File: src/rtl/reg_file.sv
// Parameterised multi-port register file: one write port, two registered read ports,
// optional hard-wired zero register, write-to-read forwarding and per-register dirty flags.
module reg_file #(
   parameter int              WIDTH     = 8,
   parameter int              DEPTH     = 8,
   parameter int              ZERO_REG  = 1,
   parameter int              BYPASS    = 1,
   parameter logic [WIDTH-1:0] RESET_VAL = '0,
   localparam int             AW        = $clog2(DEPTH)
) (
   input  logic             clk,
   input  logic             reset,
   input  logic             we,
   input  logic [AW-1:0]    waddr,
   input  logic [WIDTH-1:0] wdata,
   input  logic             sclr,
   input  logic [AW-1:0]    raddr_a,
   input  logic [AW-1:0]    raddr_b,
   output logic [WIDTH-1:0] rdata_a,
   output logic [WIDTH-1:0] rdata_b,
   output logic [DEPTH-1:0] dirty
);

   logic [WIDTH-1:0] mem_q   [DEPTH];
   logic [WIDTH-1:0] mem_d   [DEPTH];
   logic [WIDTH-1:0] clr_val [DEPTH];
   logic [DEPTH-1:0] wr_sel;
   logic [DEPTH-1:0] dirty_q, dirty_d;
   logic [WIDTH-1:0] rdata_a_q, rdata_a_d;
   logic [WIDTH-1:0] rdata_b_q, rdata_b_d;
   logic             wr_en;

   // Writes aimed at a hard-wired zero register are dropped before decode.
   assign wr_en = we && !((ZERO_REG != 0) && (waddr == '0));

   generate
      for (genvar gi = 0; gi < DEPTH; gi++) begin : g_reg
         assign clr_val[gi] = ((ZERO_REG != 0) && (gi == 0)) ? '0 : RESET_VAL;
         assign wr_sel[gi]  = wr_en && (waddr == AW'(gi));

         always_comb begin
            mem_d[gi] = mem_q[gi];
            if (sclr) begin
               mem_d[gi] = clr_val[gi];
            end else if (wr_sel[gi]) begin
               mem_d[gi] = wdata;
            end
         end

         always_ff @(posedge clk or negedge reset) begin
            if (!reset) begin
               mem_q[gi] <= clr_val[gi];
            end else begin
               mem_q[gi] <= mem_d[gi];
            end
         end
      end
   endgenerate

   always_comb begin
      dirty_d = dirty_q | wr_sel;
      if (sclr) begin
         dirty_d = '0;
      end
      // mem_d already carries the forwarded write or the cleared value, so reading
      // it gives bypass behaviour; without bypass only a clear is made visible.
      if ((BYPASS != 0) || sclr) begin
         rdata_a_d = mem_d[raddr_a];
         rdata_b_d = mem_d[raddr_b];
      end else begin
         rdata_a_d = mem_q[raddr_a];
         rdata_b_d = mem_q[raddr_b];
      end
   end

   always_ff @(posedge clk or negedge reset) begin
      if (!reset) begin
         dirty_q   <= '0;
         rdata_a_q <= '0;
         rdata_b_q <= '0;
      end else begin
         dirty_q   <= dirty_d;
         rdata_a_q <= rdata_a_d;
         rdata_b_q <= rdata_b_d;
      end
   end

   assign rdata_a = rdata_a_q;
   assign rdata_b = rdata_b_q;
   assign dirty   = dirty_q;

endmodule
File: config.mk
export PLATFORM = sky130hd
export DESIGN_NAME = reg_file
export DESIGN_NICKNAME = d
export VERILOG_FILES = /design/src/rtl/reg_file.sv
export SDC_FILE = /design/constraint.sdc
export NUM_CORES = 1
export LEC_CHECK = 0
export BUFFER_PORTS_ARGS = -buffer_cell sky130_fd_sc_hd__buf_2
export CAP_MARGIN = 20
export CELL_PAD_IN_SITES_DETAIL_PLACEMENT = 1
export CELL_PAD_IN_SITES_GLOBAL_PLACEMENT = 1
export CORE_ASPECT_RATIO = 0.6
export CORE_UTILIZATION = 40
export DETAILED_ROUTE_END_ITERATION = 10
export PLACE_DENSITY = 0.74
export SYNTH_ARGS = -nofsm -noshare
export SYNTH_HDL_FRONTEND = slang
export SYNTH_SLANG_ARGS = --single-unit
export TNS_END_PERCENT = 50
File: constraint.sdc
create_clock -name clk -period 1.1 [get_ports clk]
set_input_delay 0.22 -clock clk [delete_from_list [all_inputs] [get_ports clk]]
set_output_delay 0.22 -clock clk [all_outputs]
set_load 0.01 [all_outputs]
# --- Yosys cells after proc, flatten, opt, wreduce, memory -nomap -nowiden ---
# Index checks and enable logic that the tools add are counted.
totals:
  reg_bits: 88
  latchBits: 0
  ram_bits: 0
  rom_bits: 0
  input_bits: 21
  out_inout_bits: 24
  word_cells: 57
  mem_count: 0
op_classes:
  add_sub_neg: 0
  n_mul: 0
  n_div: 0
  n_lt_le_gt_ge: 2
  eq_ne: 7
  shifts: 0
  mux: 23
  bitwise: 3
  n_reduce_logical: 11
ops:
  columns: ["cell", "n"]
  rows:
  - ["2-to-1 mux 8 bit", 21]
  - ["binary-select mux 8 bit (select 3 bit)", 2]
  - ["== test 3 bit, second input constant", 4]
  - ["logical AND 1 bit", 9]
  - [">= comparator 4 bit, second input constant", 2]
  - ["NOT 3 -> 4 bit", 2]
  - ["bitwise OR 8 bit", 1]
  - ["== test 3 x 2 -> 1 bit, second input constant", 2]
  - ["== test 3 x 1 -> 1 bit, second input constant", 1]
  - ["zero test 3 bit", 1]
  - ["zero test 1 bit", 1]

# --- Logic depth before layout (Yosys ltp) ---
# Gate-level depths: netlist of the first run.
depth:
  ltp_word: 9
  depth_mapped: 8
  mapped_depth_nobuf: 5

# --- Least setup slack after synthesis of the first run ---
# OpenSTA, ideal clock, no wires.
synth_timing:
  path_type: "input to register"
  from: "input port waddr[1]"
  to: "register rdata_b_q[0] (netlist: rdata_b[0])"
  setup_time_ns: 0.165
  t_arrival_ns: 1.392
  required_ns: 0.935
  setup_slack_ns: -0.458
  stages: 7
  path_buffers: 2
  cell_sequence: "buf_4 and4bb_1 buf_4 mux2i_1 a21oi_1 nor3_1 a2111oi_2"
synth_via:
  elab_chain_len: 9
  word_cells_on_any_way: 37
  classes_between: "7 x eq/ne; 19 x mux; 11 x reduce/logical"
synth_lines:
  columns: ["element", "line", "text"]
  rows:
  - ["from (decl)", "14", "input logic [AW-1:0] waddr,"]
  - ["zero test 3 bit", "34, 39", null]
  - ["zero test 1 bit", "34", "assign wr_en = we && !((ZERO_REG != 0) && (waddr == '0));"]
  - ["logical AND 1 bit", "34", null]
  - ["logical AND 1 bit", "39", "assign wr_sel[gi] = wr_en && (waddr == AW'(gi));"]
  - ["2-to-1 mux 8 bit", "45", "end else if (wr_sel[gi]) begin"]
  - ["2-to-1 mux 8 bit", "43", "if (sclr) begin"]
  - ["binary-select mux 8 bit (select 3 bit) (*)", "69", "rdata_b_d = mem_d[raddr_b];"]
  - ["2-to-1 mux 8 bit (not written as such) (*) (2 in series)", "69", null]
  - ["via rdata_b_d[0]", "30", "logic [WIDTH-1:0] rdata_b_q, rdata_b_d;"]
  - ["to (signal assigned)", "84", "rdata_b_q <= rdata_b_d;"]
  - ["to (decl)", "30", null]
# Mark *: on every way through the listed nets, which the timed path passes. The rest lies on a longest branch. The select of a mux whose other input is x is not followed.

# --- Final worst setup path of the first run ---
layout_timing:
  from: "input port waddr[2]"
  to: "register rdata_b_q[6] (netlist: rdata_b[6])"
# Same word-level chain as after synthesis.

==> results.yml, run 1 <==
critical_path:
  path_common_cell: "buf_12"
  path_delay_family: "simple AND/OR/NAND/NOR gates"
  cp.required_ns: 1.35
  path_buf_inv: 4
  crit_path_end_kind: "register"
  max_stage_delay_ns: 0.37
  r2r_start: "mem_q[11]"
  worstSetupStartpointType: "primary input"
  slowest_stage: "and4bb_4"
  startpoint: "waddr[2]"
  critical_path.max_fanout: 8
  path_cells: "buf_12 > and4bb_4 > buf_12 > buf_4 > buf_6 > nor3_1 > nor4_2 > nor3_2 > a211oi_2"
  criticalPathCategory: "primary input to register"
  arrival_ns: 1.71
global_routing:
  track_usage_pct: 34.9
  grt.overflow.total: 0
  grt_start_max_net_pins: 46
  antenna_found_initial: 0
  grt_pass1_vias: 5965
  grt_pass1_wl_mm: 35.0
detailed_routing:
  drc_errors: 0
  drt-total-wl_mm: 24.4
  topRoutingLayerUsed: "met4"
  wl_met3_mm: 1.96
  drt-vias-per-instance: 6.19
  drt_iter0_drc: 503
  routed-wl-met2_mm: 11.1
  vias: 5929
  wl_met1_mm: 10.7
  wl_per_cell_um: 25.5
  drt_pre_antenna_iters: 5
  final_antenna_net_count: 0
floorplan:
  pin_count: 45
  die-area_um2: 13400
  start_util_pct: 41.9
  rows: 31
  fp.coreArea_um2: 12300
  die_h_um: 89.9
  die_w_um: 149
sta:
  finalSetupViolCount: 46
  fmax_ghz: 0.687
  holdWs_ns: 0.243
  fin_ws_ns: -0.355
  period_minus_slack_ns: 1.45
  rsz0062_at_grt: "yes"
  final-max-slew-violation-count: 0
  finalHoldViolCount: 0
  fin_crit_sh_pct: 132
  clock-skew-final_ns: 0.0110
  worst-slew-pin-transition_ns: 0.552
  slew_headroom_pct: 63.1
clock_network:
  clock_sinks: 88
  path_clk_slew_ns: 0.07
  htree_levels: 3
  cts_root_buf: "clkbuf_16"
  clockBufferDepth: 2
  cts_buffers: 9
  clk-insertion-delay-late_ns: 0.36
  tritoncts: "yes"
synthesis:
  synth.distinct_cells: 43
  seq_area_frac_synth_pct: 42.7
  ys.flop_type: "dfrtp_1"
  synth_edf_count: 0
  synth_top_cell_by_area: "dfrtp_1"
  synth.top_cell.area_share_pct: 42.7
  syn_avg_cell_area_um2: 8.37
  syn_inst: 616
  synth-seq-cells: 88
  synth_area_um2: 5160
  yosys-top-cells-area: "dfrtp_1 43%, a21oi_1 10%, nand2_1 7.1%"
  yosys_warnings: 0
  syn_nets: 637
  ys_async_sr_fraction_pct: 100
pwr:
  peakVddDrop_mv: 0.781
  finalPower_w: 0.00910
  p_sw_w: 0.00273
  p_seq_share_pct: 37.4
  switching_share_pct: 29.9
  power_density_nw_per_um2: 1150
  p_comb_share_pct: 23.1
  intPower_w: 0.00638
  pwr-share-clk_pct: 39.5
  leakage_nw: 3.41
job:
  cap_violations: 0
layout:
  regArea_um2: 2200
  antenna_cells: 0
  final_nets: 809
  area_delta_synth_final_pct: 54.1
  final_util_pct: 64.6
  drive_gt1_share_pct: 44.5
  finalNonFillerCells: 958
  multi_input_area_um2: 3330
  n_fill_cell: 1357
placed_design:
  port_buffers: 44
  dp_cells: 908
  post-dp-hpwl_mm: 15.4
  dp_worst_setup_slack_ns: -0.763
  routabilityCongestion: 0.926
run_status:
  status: "complete, but fails checks"
  violations: "negative setup slack"
worst_hold_path:
  hp-start: "sclr"
  min_path_type: "primary input to register"
through the flow:
stage                     instance area, µm²  setup TNS (ns)
after floorplan                         5240           -8.76
after global routing                    7940           -8.41
after detailed placement                6520          -34.23
after CTS                               7460           -4.30
after global placement                  6520          -30.52
final                                   7940           -6.91
layer usage:
metal	track usage (%)	vias to the layer above
met2	54.5	305
li1	-	2538
met1	47.8	3025
met5	0	-
met4	10.1	0
met3	8.53	61
area by class of cell:
| type | count | share of cell area [%] |
|---|---|---|
| inverters | 4 | 0.189 |
| well taps | 165 | 2.60 |
| repair buffers | 215 | 23.4 |
| clock inverters | 5 | 1.09 |
| clock buffers | 11 | 3.18 |
| multi-input cells | 470 | 41.9 |
| flip-flops and latches | 88 | 27.7 |
worst reg2reg max path: stages, from the launching register on:
cell	delay (ns)
dfrtp_1	0.42
o32a_1	0.41
a21oi_1	0.27
buf_4	0.17
a2111oi_2	0.04
worst paths after layout:
path                              end  slack (ns)  depth (start not counted)
setup / recovery           rdata_b[6]       -0.35                          9
hold / removal              mem_q[31]        0.24                          3
setup reg to reg           rdata_b[3]       -0.33                          4
hold reg to reg              dirty[5]        0.50                          2
max in group asynchronous    mem_q[7]        0.45                          3
min in group asynchronous   mem_q[45]        0.39                          3
cell usage after synthesis (2+ instances only):
master     instances
o211ai_1           2
nor4_1             7
and4bb_1           2
a21oi_1          106
a31oi_1            3
o31ai_1            8
buf_6              4
a211oi_1           4
nor2b_1           12
xnor2_1            2
nand2b_1           5
inv_1              4
o21ai_0           29
mux2i_1           16
o32a_1            13
nand2_1           97
a22oi_1            2
nand4b_2           2
xor2_2             2
nand3b_1           2
buf_1              6
nand3_1            6
a2111oi_2         12
nor3_1            45
nor3b_1           15
dfrtp_1           88
buf_2             19
clkbuf_1          19
nor2_1            64
buf_4              7
cells in the final DEF (no fill, tap or decap), types with 13 or more instances in the layout:
cell,count
nand2_1,82
nor3_2,16
nor2_1,58
o32a_1,13
buf_12,19
nor3_1,26
buf_6,23
nand2_2,13
buf_2,37
o21ai_0,25
buf_4,134
a21oi_1,79
a21oi_2,25
dfrtp_1,88
cell families (layout without fill, tap and decap cells):
| family | Yosys count | after routing | synth area share (%) |
|---|---|---|---|
| mux | 17 | 17 | 3.32 |
| flops | 88 | 88 | 42.7 |
| xor+xnor | 4 | 4 | 0.971 |
| buf+inv | 59 | 235 | 5.85 |
| simple gates | 263 | 264 | 24.2 |
| compound gates | 185 | 185 | 23.0 |
repair_timing:
action | 4_1_cts | 5_1_grt
endpoints found under the hold margin | 88 | 0
pin swaps | 25 | 28
gates cloned | 1 | 1
buffers inserted | 16 | 21
hold buffers | 1 | 0
resized for setup | 86 | 86
endpoints found under the setup margin | 49 | 66
registers in the layout, indices dropped and copies added, names as in the netlist:
name     count
mem_q       64
dirty        8
rdata_a      8
rdata_b      8
power by group through the flow:
stage               clock (W)  sequential (W)  combinational (W)
detailed placement          0         0.00346            0.00163
global placement            0         0.00345            0.00158
finish                0.00359         0.00341            0.00210
floorplan                   0         0.00348           0.000766
CTS                   0.00360         0.00340            0.00185
global route          0.00369         0.00341            0.00220
(Power assumes the default switching activity.)
==> inputs of run 2 (changes only) <==
- PLACE_DENSITY: 0.74 -> not set
- PLACE_DENSITY_LB_ADDON: not set -> 0.1
==> results.yml, run 2 (synthesis results as in run 1) <==
layout:
  area_delta_synth_final_pct: 55.5
  n_fill_cell: 1327
  mostFrequentLayoutCell: "buf_4"
  largest_reg_flops: 64
  final_nets: 800
  multi_input_area_um2: 3400
  drive_gt1_share_pct: 46.7
  fin_area_um2: 8020
  largest-register: "mem_q"
  antenna_cells: 0
  layout_common_cells: "106 x buf_4, 88 x dfrtp_1, 85 x nand2_1, 79 x a21oi_1, 57 x nor2_1"
  regArea_um2: 2200
sta:
  fmax_ghz: 0.687
  fin_tns_setup_ns: -5.79
  fin_ws_ns: -0.355
  rsz0062_at_grt: "yes"
  final-max-slew-violation-count: 0
  finalSetupViolCount: 37
  clock-skew-final_ns: 0.00847
  period_minus_slack_ns: 1.46
  fin_crit_sh_pct: 132
  slew_headroom_pct: 67.9
  finalHoldViolCount: 0
  worst-slew-pin-transition_ns: 0.481
critical_path:
  path_cells: "buf_8 > buf_6 > nand3b_1 > buf_12 > o31ai_4 > nor3_2 > nor3_2 > a211oi_2"
  slowest_stage: "o31ai_4"
  worstSetupStartpointType: "primary input"
  max_stage_delay_ns: 0.30
  cp.required_ns: 1.32
  path_common_cell: "nor3_2"
  crit_path_end_kind: "register"
  critical_path.max_fanout: 7
  arrival_ns: 1.67
  criticalPathCategory: "primary input to register"
clock_network:
  path_clk_slew_ns: 0.07
  cts_buffers: 9
  clockBufferDepth: 2
  clock_sinks: 88
  htree_levels: 3
  cts_root_buf: "clkbuf_16"
  clk-insertion-delay-late_ns: 0.35
  tritoncts: "yes"
pwr:
  leakage_nw: 3.38
  peakVddDrop_mv: 0.657
  power_density_nw_per_um2: 1080
placed_design:
  port_buffers: 44
  post-dp-hpwl_mm: 16.0
  routabilityCongestion: 0.887
  placed_area_um2: 6400
global_routing:
  grt_pass1_wl_mm: 36.3
  antenna_found_initial: 0
  grt_pass1_vias: 6034
  track_usage_pct: 36.6
  grt_start_max_net_pins: 40
  grt.overflow.total: 0
run_status:
  status: "complete, but fails checks"
  violations: "negative setup slack"
job:
  cap_violations: 0
floorplan:
  die_h_um: 89.9
  rows: 31
  fp.coreArea_um2: 12300
  start_util_pct: 41.9
  die-area_um2: 13400
  pin_count: 45
  die_w_um: 149
detailed_routing:
  drt-vias-per-instance: 6.22
  vias: 5902
  drt_iter0_drc: 704
  drc_errors: 0
  final_antenna_net_count: 0
  drt-total-wl_mm: 25.5
  drt_pre_antenna_iters: 5
  wl_per_cell_um: 26.9
worst_hold_path:
  min_path_type: "primary input to register"
[run 2: cell types whose count changed in the layout (fill, tap and decap cells not counted), sizes merged]
| cell | previous run | this run |
|---|---|---|
| bufinv | 2 | 0 |
| and4b | 3 | 2 |
| buf | 214 | 205 |
| clkbuf | 11 | 12 |
| inv | 6 | 4 |
| clkinv | 1 | 3 |
| clkinvlp | 0 | 2 |
[run 2: report_power, final]
| group | internal, W | switching [W] |
|---|---|---|
| Clock | 0.00167 | 0.00141 |
| Sequential | 0.00334 | 0.0000821 |
| Combinational | 0.000905 | 0.00124 |
| Total | 0.00591 | 0.00273 |
[run 2: through the flow]
stage                     hold slack [ns]  setup slack (ns)  total power, W  util [%]  cells
after floorplan                   -0.0756            -0.421         0.00424         -    616
after global placement              0.180            -0.956         0.00501      52.1    891
after detailed placement            0.187            -0.979         0.00507      52.1    891
after CTS                           0.139            -0.304         0.00835      60.9    938
after global routing                0.149            -0.391         0.00891      65.2    949
final                               0.169            -0.355         0.00864      65.2    949
[run 2: final timing paths]
kind / start / end / depth (start not counted) / slack [ns]
max: waddr[2] / rdata_a[6] / 8 / -0.36
min: sclr / mem_q[46] / 2 / 0.17
max reg2reg: mem_q[12] / rdata_b[4] / 3 / -0.31
min reg2reg: dirty[1] / dirty[1] / 2 / 0.50
max in group asynchronous: reset / rdata_a[7] / 3 / 0.09
min in group asynchronous: reset / rdata_a[3] / 2 / 0.38
[run 2: critical path: cells and delay by family]
| kind | cells | cell delay, ns |
|---|---|---|
| AO/OA/AOI/OAI | 2 | 0.41 |
| AND/OR/NAND/NOR | 3 | 0.61 |
| buffers and inverters | 3 | 0.43 |
[run 2: final cells by class]
cell class,instances,share of cell area (%)
Timing Repair Buffer,207,23.7
Clock inverter,5,0.515
Inverter,4,0.250
Clock buffer,11,3.15
Tap cell,165,2.58
Multi-Input combinational cell,469,42.4
Sequential cell,88,27.5
[run 2: repair_timing]
item | 4_1_cts | 5_1_grt
endpoints found under the hold margin | 20 | 0
gates cloned | 3 | 0
setup endpoints to repair | 52 | 69
setup buffers | 28 | 16
hold buffers | 1 | 0
gates resized for setup | 107 | 109
pin swaps | 36 | 48
[run 2: layer usage]
metal	part of all wire, %	GRT usage, %	wire (µm)	up-vias
met5	0	0	0	-
met4	3.2	9.88	825	0
met3	8.9	8.68	2260	78
met2	46	57.4	11800	291
met1	42	50.4	10700	3024
li1	-	-	-	2509
